--- config.mk ---
export PLATFORM = sky130hd
export DESIGN_NAME = uart_loader_flat
export DESIGN_NICKNAME = d
export VERILOG_FILES = /design/src/rtl/uart_loader_if.sv /design/src/rtl/uart_loader.sv /design/src/flat_wrapper.sv
export SDC_FILE = /design/constraint.sdc
export NUM_CORES = 1
export LEC_CHECK = 0
export ABC_AREA = 1
export CAP_MARGIN = 40
export CORE_ASPECT_RATIO = 1.75
export CORE_MARGIN = 4
export CORE_UTILIZATION = 24
export DETAILED_ROUTE_END_ITERATION = 10
export GPL_TIMING_DRIVEN = 0
export SLEW_MARGIN = 15
export SYNTH_ARGS = -nofsm -noshare
export SYNTH_HDL_FRONTEND = slang
export SYNTH_SLANG_ARGS = --single-unit
--- constraint.sdc ---
create_clock -name clk -period 2.4 [get_ports clk]
set_input_delay 0.36 -clock clk [delete_from_list [all_inputs] [get_ports clk]]
set_output_delay 0.36 -clock clk [all_outputs]
set_load 0.02 [all_outputs]
--- src/rtl/uart_loader_if.sv ---
// Byte-stream, BRAM port-A and status signals of the UART boot loader.
// The master side feeds bytes and observes; the slave side is the loader.
interface uart_loader_if #(
    parameter int ADDR_WIDTH = 16,
    parameter int DATA_WIDTH = 32
);
    logic [7:0]            rx_data;
    logic                  rx_valid;
    logic                  bram_ena;
    logic                  bram_wea;
    logic [ADDR_WIDTH-1:0] bram_addra;
    logic [DATA_WIDTH-1:0] bram_dina;
    logic                  cpu_rst_n;
    logic [7:0]            tx_data;
    logic                  tx_start;
    logic                  busy;
    logic                  error;

    modport master (
        output rx_data, rx_valid,
        input  bram_ena, bram_wea, bram_addra, bram_dina,
        input  cpu_rst_n, tx_data, tx_start, busy, error
    );

    modport slave (
        input  rx_data, rx_valid,
        output bram_ena, bram_wea, bram_addra, bram_dina,
        output cpu_rst_n, tx_data, tx_start, busy, error
    );
endinterface

--- src/rtl/uart_loader.sv ---
// UART boot loader: parses 0x55 / N(16b) / N big-endian words into BRAM,
// acks with the payload XOR, then releases the CPU from reset.
module uart_loader #(
    parameter int ADDR_WIDTH     = 16,
    parameter int DATA_WIDTH     = 32,
    parameter int TIMEOUT_CYCLES = 10_000_000
) (
    input  logic           clk,
    input  logic           rst_n,
    uart_loader_if.slave   bus
);
    localparam int CW = $clog2(TIMEOUT_CYCLES + 1);

    typedef enum logic [2:0] {SYNC, LEN_HI, LEN_LO, DATA, ACK, DONE} state_t;

    state_t                r_state, w_next;
    logic [15:0]           r_len, r_wcnt;
    logic [1:0]            r_bcnt;
    logic [23:0]           r_asm;
    logic [7:0]            r_csum;
    logic [CW-1:0]         r_idle;
    logic                  r_we;
    logic [ADDR_WIDTH-1:0] r_addr;
    logic [DATA_WIDTH-1:0] r_dina;
    logic [7:0]            r_tx_data;
    logic                  r_tx_start;
    logic                  r_error;

    logic                  w_sync, w_in_frame, w_timeout, w_word_done, w_last, w_enter_hi;
    logic [7:0]            w_csum_nxt;

    assign w_sync      = bus.rx_valid && (bus.rx_data == 8'h55);
    assign w_in_frame  = (r_state == LEN_HI) || (r_state == LEN_LO) || (r_state == DATA);
    // A byte landing on the last allowed cycle still counts, so only a silent cycle times out.
    assign w_timeout   = w_in_frame && !bus.rx_valid && (r_idle == CW'(TIMEOUT_CYCLES - 1));
    assign w_word_done = (r_state == DATA) && bus.rx_valid && (r_bcnt == 2'd3);
    assign w_last      = w_word_done && (r_wcnt == r_len - 16'd1);
    assign w_enter_hi  = ((r_state == SYNC) || (r_state == DONE)) && w_sync;
    assign w_csum_nxt  = ((r_state == DATA) && bus.rx_valid) ? (r_csum ^ bus.rx_data) : r_csum;

    always_ff @(posedge clk or negedge rst_n) begin
        if (!rst_n) r_state <= SYNC;
        else        r_state <= w_next;
    end

    always_comb begin
        w_next = r_state;
        case (r_state)
            SYNC:   if (w_sync) w_next = LEN_HI;
            LEN_HI: if (w_timeout) w_next = SYNC;
                    else if (bus.rx_valid) w_next = LEN_LO;
            LEN_LO: if (w_timeout) w_next = SYNC;
                    else if (bus.rx_valid)
                        w_next = ({r_len[15:8], bus.rx_data} != 16'd0) ? DATA : ACK;
            DATA:   if (w_timeout) w_next = SYNC;
                    else if (w_last) w_next = ACK;
            ACK:    w_next = DONE;
            DONE:   if (w_sync) w_next = LEN_HI;
            default: w_next = SYNC;
        endcase
    end

    always_ff @(posedge clk or negedge rst_n) begin
        if (!rst_n) begin
            r_len      <= '0;
            r_wcnt     <= '0;
            r_bcnt     <= '0;
            r_asm      <= '0;
            r_csum     <= '0;
            r_idle     <= '0;
            r_we       <= 1'b0;
            r_addr     <= '0;
            r_dina     <= '0;
            r_tx_data  <= '0;
            r_tx_start <= 1'b0;
            r_error    <= 1'b0;
        end else begin
            r_we       <= w_word_done;
            r_tx_start <= (w_next == ACK);
            if (w_next == ACK) r_tx_data <= w_csum_nxt;
            if (r_we) r_addr <= r_addr + ADDR_WIDTH'(1);
            if (w_in_frame) r_idle <= bus.rx_valid ? '0 : r_idle + CW'(1);
            else            r_idle <= '0;
            if (w_timeout) r_error <= 1'b1;
            case (r_state)
                LEN_HI: if (bus.rx_valid) r_len[15:8] <= bus.rx_data;
                LEN_LO: if (bus.rx_valid) r_len[7:0]  <= bus.rx_data;
                DATA: if (bus.rx_valid) begin
                    r_asm  <= {r_asm[15:0], bus.rx_data};
                    r_bcnt <= r_bcnt + 2'd1;
                    r_csum <= w_csum_nxt;
                    if (r_bcnt == 2'd3) begin
                        r_dina <= {r_asm, bus.rx_data};
                        r_wcnt <= r_wcnt + 16'd1;
                    end
                end
                default: ;
            endcase
            if (w_enter_hi) begin
                r_addr  <= '0;
                r_csum  <= '0;
                r_error <= 1'b0;
                r_wcnt  <= '0;
                r_bcnt  <= '0;
            end
        end
    end

    assign bus.bram_ena   = r_we;
    assign bus.bram_wea   = r_we;
    assign bus.bram_addra = r_addr;
    assign bus.bram_dina  = r_dina;
    assign bus.cpu_rst_n  = (r_state == DONE);
    assign bus.tx_data    = r_tx_data;
    assign bus.tx_start   = r_tx_start;
    assign bus.busy       = (r_state inside {LEN_HI, LEN_LO, DATA, ACK});
    assign bus.error      = r_error;
endmodule
--- src/flat_wrapper.sv ---
// flat-port wrapper written by rule: the top's interface ports become plain ports
module uart_loader_flat 
#(
    parameter int ADDR_WIDTH     = 16,
    parameter int DATA_WIDTH     = 32,
    parameter int TIMEOUT_CYCLES = 10_000_000
)
  (clk, rst_n, bus_rx_data, bus_rx_valid, bus_bram_ena, bus_bram_wea, bus_bram_addra, bus_bram_dina, bus_cpu_rst_n, bus_tx_data, bus_tx_start, bus_busy, bus_error);
  uart_loader_if #(.ADDR_WIDTH(ADDR_WIDTH), .DATA_WIDTH(DATA_WIDTH)) bus_i ();
  input  logic clk;
  input  logic rst_n;
  input wire logic [$bits(bus_i.rx_data)-1:0] bus_rx_data;
  input wire logic [$bits(bus_i.rx_valid)-1:0] bus_rx_valid;
  output wire logic [$bits(bus_i.bram_ena)-1:0] bus_bram_ena;
  output wire logic [$bits(bus_i.bram_wea)-1:0] bus_bram_wea;
  output wire logic [$bits(bus_i.bram_addra)-1:0] bus_bram_addra;
  output wire logic [$bits(bus_i.bram_dina)-1:0] bus_bram_dina;
  output wire logic [$bits(bus_i.cpu_rst_n)-1:0] bus_cpu_rst_n;
  output wire logic [$bits(bus_i.tx_data)-1:0] bus_tx_data;
  output wire logic [$bits(bus_i.tx_start)-1:0] bus_tx_start;
  output wire logic [$bits(bus_i.busy)-1:0] bus_busy;
  output wire logic [$bits(bus_i.error)-1:0] bus_error;
  assign bus_i.rx_data = bus_rx_data;
  assign bus_i.rx_valid = bus_rx_valid;
  assign bus_bram_ena = bus_i.bram_ena;
  assign bus_bram_wea = bus_i.bram_wea;
  assign bus_bram_addra = bus_i.bram_addra;
  assign bus_bram_dina = bus_i.bram_dina;
  assign bus_cpu_rst_n = bus_i.cpu_rst_n;
  assign bus_tx_data = bus_i.tx_data;
  assign bus_tx_start = bus_i.tx_start;
  assign bus_busy = bus_i.busy;
  assign bus_error = bus_i.error;
  uart_loader #(.ADDR_WIDTH(ADDR_WIDTH), .DATA_WIDTH(DATA_WIDTH), .TIMEOUT_CYCLES(TIMEOUT_CYCLES)) u_core (.clk(clk), .rst_n(rst_n), .bus(bus_i));
endmodule
# ---- Word-level counts from Yosys, hierarchy flattened
# Index checks and enable logic that the tools add are counted.
dict set report classes {
  addsub 5
  muxes 26
  eq_ne 10
  reduce_logical 26
  bitwise_logic 1
}
# op count
set ops {}
lappend ops {{two-way mux 16 bit} 6}
lappend ops {{two-way mux 24 bit} 2}
lappend ops {{adder 16 x 1 -> 16 bit (second input constant)} 2}
lappend ops {{two-way mux 8 bit} 4}
lappend ops {{adder 24 x 1 -> 24 bit (second input constant)} 1}
lappend ops {{== test 24 bit (second input constant)} 1}
lappend ops {{two-way mux 3 bit} 8}
lappend ops {{== test 16 bit} 1}
lappend ops {{nonzero test 16 bit} 1}
lappend ops {{subtractor 16 x 1 -> 16 bit (second input constant)} 1}
lappend ops {{one-hot mux 3 bit (5 select lines)} 1}
lappend ops {{nonzero test 2 bit} 5}
lappend ops {{== test 3 bit (second input constant)} 3}
lappend ops {{== test 8 x 7 -> 1 bit (second input constant)} 1}
lappend ops {{AND reduction 2 bit} 4}
lappend ops {{bitwise XOR 8 bit} 1}
lappend ops {{logical AND 1 bit} 7}
lappend ops {{== test 3 x 2 -> 1 bit (second input constant)} 2}
lappend ops {{two-way mux 2 bit} 3}
lappend ops {{AND reduction 3 bit} 2}
lappend ops {{nonzero test 4 bit} 1}
lappend ops {{== test 3 x 1 -> 1 bit (second input constant)} 1}
lappend ops {{zero test 3 bit} 1}
lappend ops {{logical OR 1 bit} 3}
lappend ops {{5 further kinds} 6}
dict set report word_totals {
  output_inout_bits 62
  inputBits 11
  wordCells 82
  register_bits 152
}

# ---- Logic depth before layout (Yosys ltp)
# Gate-level depths: netlist (run 1).
dict set report logic_depth {
  word_depth 8
  depth_mapped 14
  depth_no_buf 14
}

# ---- Least setup slack after synthesis (run 1)
# Ideal clock, no wire load.
dict set report synth_timing {
  path_type {register to register}
  startpoint {reg u_core.r_len[0]}
  endpoint {reg u_core.r_tx_data[6] (netlist: u_core.bus.tx_data[6])}
  required_time_ps 2335
  slack_ps 610
  setup_time_ps 65
  path_buffers 0
  arrival_ps 1725
  path_stages_with_launch 11
  synth_period_minus_slack_ps 1790
  cell_sequence {dfrtp_1 -> inv_1 -> ha_1 -> xnor2_1 -> xor2_1 -> nand3_1 -> nor2_1 -> nand4_4 -> nand2_4 -> nand2_1 -> nand2_1}
}
dict set report synth_between {
  elab_chain_cells 7
}
# element line_no
set synth_lines {}
lappend synth_lines {{start: declaration} uart_loader.sv:17} ;# logic [15:0] r_len, r_wcnt;
lappend synth_lines {{start signal: assignment} uart_loader.sv:87} ;# LEN_LO: if (bus.rx_valid) r_len[7:0] <= bus.rx_data;
lappend synth_lines {{subtractor 16 x 1 -> 16 bit} uart_loader.sv:37} ;# assign w_last = w_word_done && (r_wcnt == r_len - 16'd1);
lappend synth_lines {{== test 16 bit} uart_loader.sv:37}
lappend synth_lines {{logical AND 1 bit} uart_loader.sv:37}
lappend synth_lines {{two-way mux 3 bit} uart_loader.sv:56} ;# else if (w_last) w_next = ACK;
lappend synth_lines {{two-way mux 3 bit} uart_loader.sv:55} ;# DATA: if (w_timeout) w_next = SYNC;
lappend synth_lines {{one-hot mux 3 bit (5 select lines)} uart_loader.sv:48} ;# case (r_state)
lappend synth_lines {{== test 3 bit} uart_loader.sv:80} ;# if (w_next == ACK) r_tx_data <= w_csum_nxt;
lappend synth_lines {{end signal: assignment} uart_loader.sv:80}
lappend synth_lines {{end: declaration} uart_loader.sv:25} ;# logic [7:0] r_tx_data;
# No other way between the ends.
# A chain may end at the register's enable or synchronous reset.

# ---- Worst setup path in the final report (run 1)
dict set report layout_timing {
  startpoint {in bus_rx_data[1]}
  endpoint {reg u_core.r_wcnt[5]}
}
dict set report layout_between {
  elab_chain_cells 5
  word_cells_on_any_way 8
  classes_between {eq/ne (1); mux (1); reduce/logical (6)}
}
# element line_no
set layout_lines {}
lappend layout_lines {{start: declaration} flat_wrapper.sv:12} ;# input wire logic [$bits(bus_i.rx_data)-1:0] bus_rx_data;
lappend layout_lines {{== test 8 x 7 -> 1 bit (*)} uart_loader.sv:32} ;# assign w_sync = bus.rx_valid && (bus.rx_data == 8'h55);
lappend layout_lines {{logical AND 1 bit (*)} uart_loader.sv:32}
lappend layout_lines {{logical AND 1 bit (*)} uart_loader.sv:38} ;# assign w_enter_hi = ((r_state == SYNC) || (r_state == DONE)) && w_sync;
lappend layout_lines {{nonzero test 2 bit (no line)} --}
lappend layout_lines {{AND reduction 3 bit (no line)} --}
lappend layout_lines {{end signal: assignment} uart_loader.sv:94} ;# r_wcnt <= r_wcnt + 16'd1;
lappend layout_lines {{end: declaration} uart_loader.sv:17}
# Mark *: on every way between the ends. The rest lies on a longest branch, timed or not.

==> results of run 1 <==
-- final cells by class --
| class | instances | area (sq um) | area share, % |
|---|---|---|---|
| buffer | 20 | 86.3 | 0.936 |
| timing repair buffer | 73 | 758 | 8.22 |
| clock inverter | 12 | 141 | 1.53 |
| inverter | 113 | 424 | 4.60 |
| tap | 387 | 484 | 5.25 |
| clock buffer | 20 | 447 | 4.84 |
| multi-input combinational | 617 | 3080 | 33.4 |
| sequential | 152 | 3800 | 41.2 |
-- power by group through the flow --
stage / sequential (W) / clock, W / combinational [W]
floorplan: 0.00382 / 0 / 0.00168
global placement: 0.00375 / 0 / 0.00274
detailed placement: 0.00377 / 0 / 0.00279
CTS: 0.00373 / 0.00275 / 0.00281
global route: 0.00381 / 0.00288 / 0.00317
finish: 0.00373 / 0.00269 / 0.00279
-- timing repair --
action,in CTS,in global routing
endpoints found under the hold margin,64,0
pin swaps,0,1
setup buffers,0,0
gates resized for setup,1,4
setup endpoints to repair,9,7
gates cloned,0,0
hold buffers,1,0
-- placed cells by master (no fill, tap or decap), types with 3 or more instances in the layout --
cell | netlist | layout
inv_6 | 0 | 3
nand2_1 | 237 | 236
a31oi_1 | 5 | 5
o21ai_0 | 89 | 89
inv_1 | 107 | 107
xor2_1 | 14 | 14
nand2_2 | 5 | 6
dfrtp_1 | 152 | 151
clkbuf_1 | 14 | 16
inv_2 | 6 | 6
o31ai_1 | 6 | 6
buf_2 | 3 | 3
nand3_2 | 3 | 3
nand3_1 | 46 | 46
xnor2_1 | 20 | 20
clkbuf_16 | 0 | 17
clkdlybuf4s50_1 | 0 | 68
nor3_2 | 3 | 3
ha_1 | 5 | 5
nand3b_1 | 4 | 4
nor3_1 | 24 | 24
nor4_1 | 9 | 9
nand4_1 | 10 | 10
o21ai_1 | 3 | 3
nor2_2 | 11 | 11
clkinv_4 | 0 | 4
a21oi_1 | 33 | 33
nor2_4 | 4 | 4
nor2_1 | 71 | 71
-- metal layers --
layer / vias up / part of all wire [%] / track usage (%)
met5: - / 0 / 0
met4: 0 / 5.6 / 8.43
met3: 54 / 2.6 / 2.15
met2: 123 / 55 / 24.4
met1: 2976 / 37 / 12.9
li1: 3093 / - / -
-- metrics by stage --
| stage | util [%] | hold WS [ns] |
|---|---|---|
| floorplan | - | 0.0644 |
| detailed placement | 28.5 | 0.343 |
| global placement | 28.4 | 0.459 |
| finish | 30.6 | 0.208 |
| global route | 30.6 | 0.207 |
| CTS | 30.6 | 0.203 |
-- registers in the layout, indices dropped and copies added (netlist names) --
register	count
u_core.bus.bram_dina	32
u_core.r_asm	24
u_core.r_idle	24
u_core.bus.bram_addra	16
u_core.r_len	16
u_core.r_wcnt	16
u_core.bus.tx_data	8
u_core.r_csum	8
u_core.r_state	3
u_core.r_bcnt	2
u_core.bus.bram_ena	1
u_core.bus.error	1
u_core.bus.tx_start	1
-- final timing paths --
kind	slack, ns	to	cells after the start
worst max-delay path	0.18	u_core.r_wcnt[5]	10
worst min-delay path	0.21	u_core.r_idle[21]	2
worst max register to register	0.21	u_core.bus.tx_data[4]	12
worst min register to register	0.47	u_core.bus.bram_dina[29]	2
max in group asynchronous	1.09	u_core.bus.bram_addra[4]	3
min in group asynchronous	0.47	u_core.bus.bram_dina[18]	2
-- kinds of logic after synthesis --
kind of cell	Yosys count
xor gates and xnor gates	34
DFF	152
and+or+nand+nor	437
buffers and inverters	133
adders and majority gates	5
AOI/OAI and AO/OA	141
-- critical path: cells and delay by family --
| family | cells | cell delay (ns) |
|---|---|---|
| and+or+nand+nor | 7 | 1.36 |
| buffers and inverters | 2 | 0.70 |
| AOI/OAI and AO/OA | 1 | 0.15 |
==> results by group, run 1 <==
CTS
  – Clk buf depth: 2
  – Clk_lat worst skew: approximately 0.44 ns
  – Clk root buf: clkbuf_16
  – TritonCTS Buffers: 17
  – Clock transition at the registers of the reported paths: roughly 0.070 ns
  – Htree depth: 4
  – # clock sinks: around 150
  – CTS tree: yes

Timing
  – Part of the cycle the worst path needs: ~90%
  – Setup violations, final: 0
  – Final hold violations: 0
  – RSZ-0062 raised after global routing: no
  – Min cycle time layout: roughly 2.2 ns
  – Slew @ Worst Pin: roughly 0.75 ns
  – Worst slew margin: approximately 49%
  – Fin Clk Skew: between 0.01 and 0.015 ns
  – Slack of the critical path: ~0.18 ns
  – FMAX: 451 MHz
  – Final Max Slew Viols: 0
  – Setup TNS Final: 0 ns

Cells and area
  – Fillers: roughly 3100
  – P&R area growth vs syn: 25.0%
  – Share of cells above drive strength 1: about 7.7%
  – Finished Cell Area: 9230 sq um
  – Non-filler instance count after layout: between 1000 and 1500
  – Final nets: roughly 1000
  – Diodes inserted: 0

Pwr
  – Maximum VDD drop: roughly 0.68 mV
  – Switching power: around 0.0034 W
  – Sequential share of power: about two fifths
  – P per Cell Area: 999 nW/um^2
  – P_int: ~0.0059 W
  – Total power: 0.00921 W
  – Comb pwr share: between 30% and 40%
  – Clock network fraction of design power: around 30%
  – Sw Ratio: 36.5%
  – Leak Pwr: approximately 4.2 nW

Setup path
  – Crit path cell chain: clkdlybuf4s50_1 -> inv_1 -> nand3_1 -> nor4_4 -> nand2_2 -> nand2_2 -> nand2_1 -> o21ai_1 -> nand2_1 -> nor2_1
  – Crit path max-delay cell type: clkdlybuf4s50_1
  – Worst Path Arrival: between 2 and 3 ns
  – Critical path capture point type: flop
  – Reg2reg start: u_core.r_len[0]
  – Critical Path RT: roughly 2.8 ns
  – CP startpoint kind: input pin
  – CP max stage delay: 0.53 ns
  – Crit path max fanout: 9
  – Critical Setup Path Class: in2reg
  – CP startpoint: bus_rx_data[1]

Global routing
  – Largest net degree at the start of global routing: 89
  – First-pass GRT wire length: roughly 34000 um
  – Total gr overflow: 0
  – All-Layer GR Usage: between 10% and 20%
  – Number of global-route vias before repair: between 6000 and 7000
  – Initial antenna violation count: 0

Placement
  – Detailed Place HPWL: about 16000 um
  – Dpl cell area: approximately 8600 sq um
  – Port-buffer cells: 71
  – Placer Congestion: a little under 0.9
  – Placed Cells: 1361
  – DP Worst Slack: -0.548 ns

Drt
  – Avg WL per Cell: 15.2 um
  – Drt via density: about 4.5
  – Vias: roughly 6200
  – DR iter-0 viols: ~370
  – Pre-antenna DRT Iters: 5
  – DRC viols: 0
  – Drt total wl: between 20000 and 25000 um
  – Post-route ant nets: 0

Floorplan
  – Die ar.: ~34000 sq um
  – Starting density of the core: approximately 24%
  – Die H: about 240 um
  – Die W: between 100 and 150 um
  – I/O Pins: 73
  – FP Rows: 84
  – Core area: slightly above 30000 sq um

Yosys
  – Async set-reset flop share out of synthesis: 100%
  – YS warnings: 0
  – EDFF count, synth: 0
  – Area contributors post-synth: dfrtp_1 52%, nand2_1 12%, o21ai_0 6.0%, inv_1 5.4%, nor2_1 3.6%
  – Simple-gate share of the synthesized area: roughly a quarter
  – Post-synth cell types: 39
  – Sequential share of the synthesized area: between 50% and 60%
  – Top FF cell, synth: dfrtp_1
  – FF+latch count, synth: roughly 150
  – Largest family of logic cells by synthesized area: simple AND/OR/NAND/NOR gates
  – Top post-synthesis cells by count: 237 x nand2_1, 152 x dfrtp_1, 107 x inv_1
  – Mux contribution to synthesized area: 0%
  – Syn_nets: roughly 920
  – Cells after Synth: roughly 900
  – Top cell type's share of synthesized area: slightly above 50%
  – Post-synthesis area per instance: between 8 and 9 sq um
  – Synth Area in Compound Gates: 10.0%
  – Synth Area in Adders: less than 1%
  – Yosys top cell by area: dfrtp_1
  – Cell with the most instances after synthesis: nand2_1
  – Post-Synth XOR/XNOR Area: between 4 and 5%
  – Netlist Area Pre-Place: approximately 7400 sq um

Run status
  – Outcome: finished clean

Hold path
  – Hold path start: bus_rx_valid
  – Hold Crit Class: in2reg

Flow run
  – Max-cap violation count: 0
Power figures use the tool's default switching activity.
==> run 2: changes to the inputs <==
--- a/config.mk
+++ b/config.mk
@@ -9,9 +9,10 @@
 export CAP_MARGIN = 40
 export CORE_ASPECT_RATIO = 1.75
 export CORE_MARGIN = 4
-export CORE_UTILIZATION = 24
+export CORE_UTILIZATION = 55
 export DETAILED_ROUTE_END_ITERATION = 10
-export GPL_TIMING_DRIVEN = 0
+export PLACE_DENSITY = 0.77
+export REMOVE_ABC_BUFFERS = 1
 export SLEW_MARGIN = 15
 export SYNTH_ARGS = -nofsm -noshare
 export SYNTH_HDL_FRONTEND = slang
==> results by group, run 2 (synthesized netlist as in run 1, its figures left out) <==
Drt
  – Pre-antenna DRT Iters: 6 (+1)
  – DR iter-0 viols: 338 (-9.1%)
  – DRC viols: 0 (unchanged)
  – Post-route ant nets: 0 (unchanged)
  – Vias: 6318 (+1.2%)
  – Avg WL per Cell: 15.4 um (+1.8%)
  – Drt total wl: 18300 um (-14%)
  – Drt via density: 5.34 (+19%)

Cells and area
  – Commonest non-fill, non-tap cell in the layout: nand2_1
  – Commonest non-fill, non-tap cells in the layout: 237 x nand2_1, 151 x dfrtp_1, 107 x inv_1
  – Fillers: 1060 (-66%)
  – Finished Cell Area: 9090 sq um (-1.4%)
  – Diodes inserted: 0 (unchanged)
  – Final core occ: 69.5% (+39 points)
  – Non-filler instance count after layout: 1183 (-15%)
  – P&R area growth vs syn: 23.2%
  – Share of cells above drive strength 1: 9.68% (+1.9 points)
  – Max reg flops: 32 (unchanged)
  – Final nets: 1015 (+0.50%)

Floorplan
  – Starting density of the core: 56.5% (+32 points)
  – Die H: 161 um (-33%)
  – Die W: 95.6 um (-32%)
  – FP Rows: 55 (-35%)
  – Core area: 13100 sq um (-57%)
  – I/O Pins: 73 (unchanged)
  – Die ar.: 15400 sq um (-54%)

Global routing
  – First-pass GRT wire length: 31000 um (-9.6%)
  – Total gr overflow: 0 (unchanged)
  – Number of global-route vias before repair: 6390 (-1.4%)
  – All-Layer GR Usage: 25.7% (+13 points)
  – Largest net degree at the start of global routing: 64 (-28%)
  – Initial antenna violation count: 0 (unchanged)

Timing
  – Slew @ Worst Pin: 0.607 ns (-0.148 ns)
  – RSZ-0062 raised after global routing: no
  – Worst slew margin: 59.6% (+10 points)
  – Final hold violations: 0 (unchanged)
  – FMAX: 436 MHz (-3.2%)
  – Setup violations, final: 0 (unchanged)
  – Final Max Slew Viols: 0 (unchanged)
  – Fin Clk Skew: 0.0126 ns (+0.000906 ns)
  – Min cycle time layout: 2.29 ns (+0.0743 ns)
  – Part of the cycle the worst path needs: 95.5% (+3.1 points)
  – Setup TNS Final: 0 ns (unchanged)

CTS
  – Clk root buf: clkbuf_16
  – TritonCTS Buffers: 17 (unchanged)
  – Clock transition at the registers of the reported paths: 0.07 ns (about the same)
  – Htree depth: 4 (unchanged)
  – Clk buf depth: 2 (unchanged)
  – CTS tree: yes
  – Clk_lat worst skew: 0.43 ns (about the same)
  – # clock sinks: 152 (unchanged)

Hold path
  – Hold Crit Class: in2async

Pwr
  – Maximum VDD drop: 0.597 mV (-12%)
  – Leak Pwr: 4.26 nW (+1.6%)
  – P per Cell Area: 1020 nW/um^2 (+2.1%)
  – Total power: 0.00927 W (+0.62%)

Setup path
  – Crit path max fanout: 7 (-2)
  – CP startpoint kind: flop
  – Critical Setup Path Class: reg2out
  – Critical path capture point type: output pin
  – Worst Path Arrival: 1.93 ns (-0.65 ns)
  – Critical Path RT: 2.04 ns (-0.72 ns)

Flow run
  – Max-cap violation count: 0 (unchanged)

Placement
  – Placed Cells: 1150 (-16%)
  – Placer Congestion: 0.962 (+7.8%)
  – Port-buffer cells: 72 (+1.4%)
  – Detailed Place HPWL: 13300 um (-17%)
  – Dpl cell area: 8460 sq um (-1.8%)

Run status
  – Outcome: finished clean
## run 2: critical path: stages (launching register included)
cell and delay, ns:
dfrtp_2 0.43, inv_1 0.07, nor2_1 0.20, inv_1 0.06
nor2_1 0.13, clkdlybuf4s50_1 0.62
## run 2: routing by layer
metal	global-route usage, %	wire [um]	up-vias
met3	4.61	658	39
li1	-	-	3100
met4	10.6	498	0
met2	44.3	9770	164
met5	0	0	-
met1	31.0	7330	3015
## run 2: layout make-up
class	instances	area [sq um]	share of cell area [%]
clock inverter	15	199	2.19
clock buffer	17	425	4.68
tap	171	214	2.35
timing repair buffer	98	957	10.5
sequential	152	3800	41.8
multi-input combinational	617	3070	33.7
inverter	113	424	4.66
## run 2: what timing repair did
item,4_1_cts,5_1_grt
hold buffers,1,0
buffers inserted,0,0
resized for setup,0,1
endpoints found under the hold margin,59,0
setup endpoints to repair,0,1
## run 2: worst paths after layout
check / endpoint / slack [ns] / depth (start not counted) / start
setup / recovery: bus_cpu_rst_n / 0.11 / 5 / u_core.r_state[2]
hold / removal: u_core.bus.bram_dina[25] / 0.47 / 2 / rst_n
setup reg to reg: u_core.bus.tx_data[5] / 0.20 / 12 / u_core.r_len[0]
hold reg to reg: u_core.bus.bram_dina[30] / 0.48 / 2 / u_core.r_asm[22]
max in group asynchronous: u_core.r_idle[15] / 1.21 / 3 / rst_n
min in group clk: u_core.bus.bram_dina[30] / 0.48 / 2 / u_core.r_asm[22]
## run 2: power breakdown
part           total, W  switching, W  internal [W]
Sequential      0.00372      0.000517       0.00320
Clock           0.00277       0.00125       0.00151
Combinational   0.00279       0.00168       0.00111
## run 2: metrics by stage
stage | hold WS, ns | worst slack (ns)
final | 0.467 | 0.108
after global routing | 0.501 | 0.0167
after CTS | 0.479 | 0.0514
after detailed placement | 0.383 | 0.137
after global placement | 0.377 | 0.206
after floorplan | 0.0644 | 0.439
==> run 3: changes to the inputs <==
--- a/config.mk
+++ b/config.mk
@@ -6,6 +6,7 @@
 export NUM_CORES = 1
 export LEC_CHECK = 0
 export ABC_AREA = 1
+export ABC_CLOCK_PERIOD_IN_PS = 2400
 export CAP_MARGIN = 40
 export CORE_ASPECT_RATIO = 1.75
 export CORE_MARGIN = 4
==> results of run 3 <==
Same layout as run 2: the final DEF is identical, and so are final timing and power.
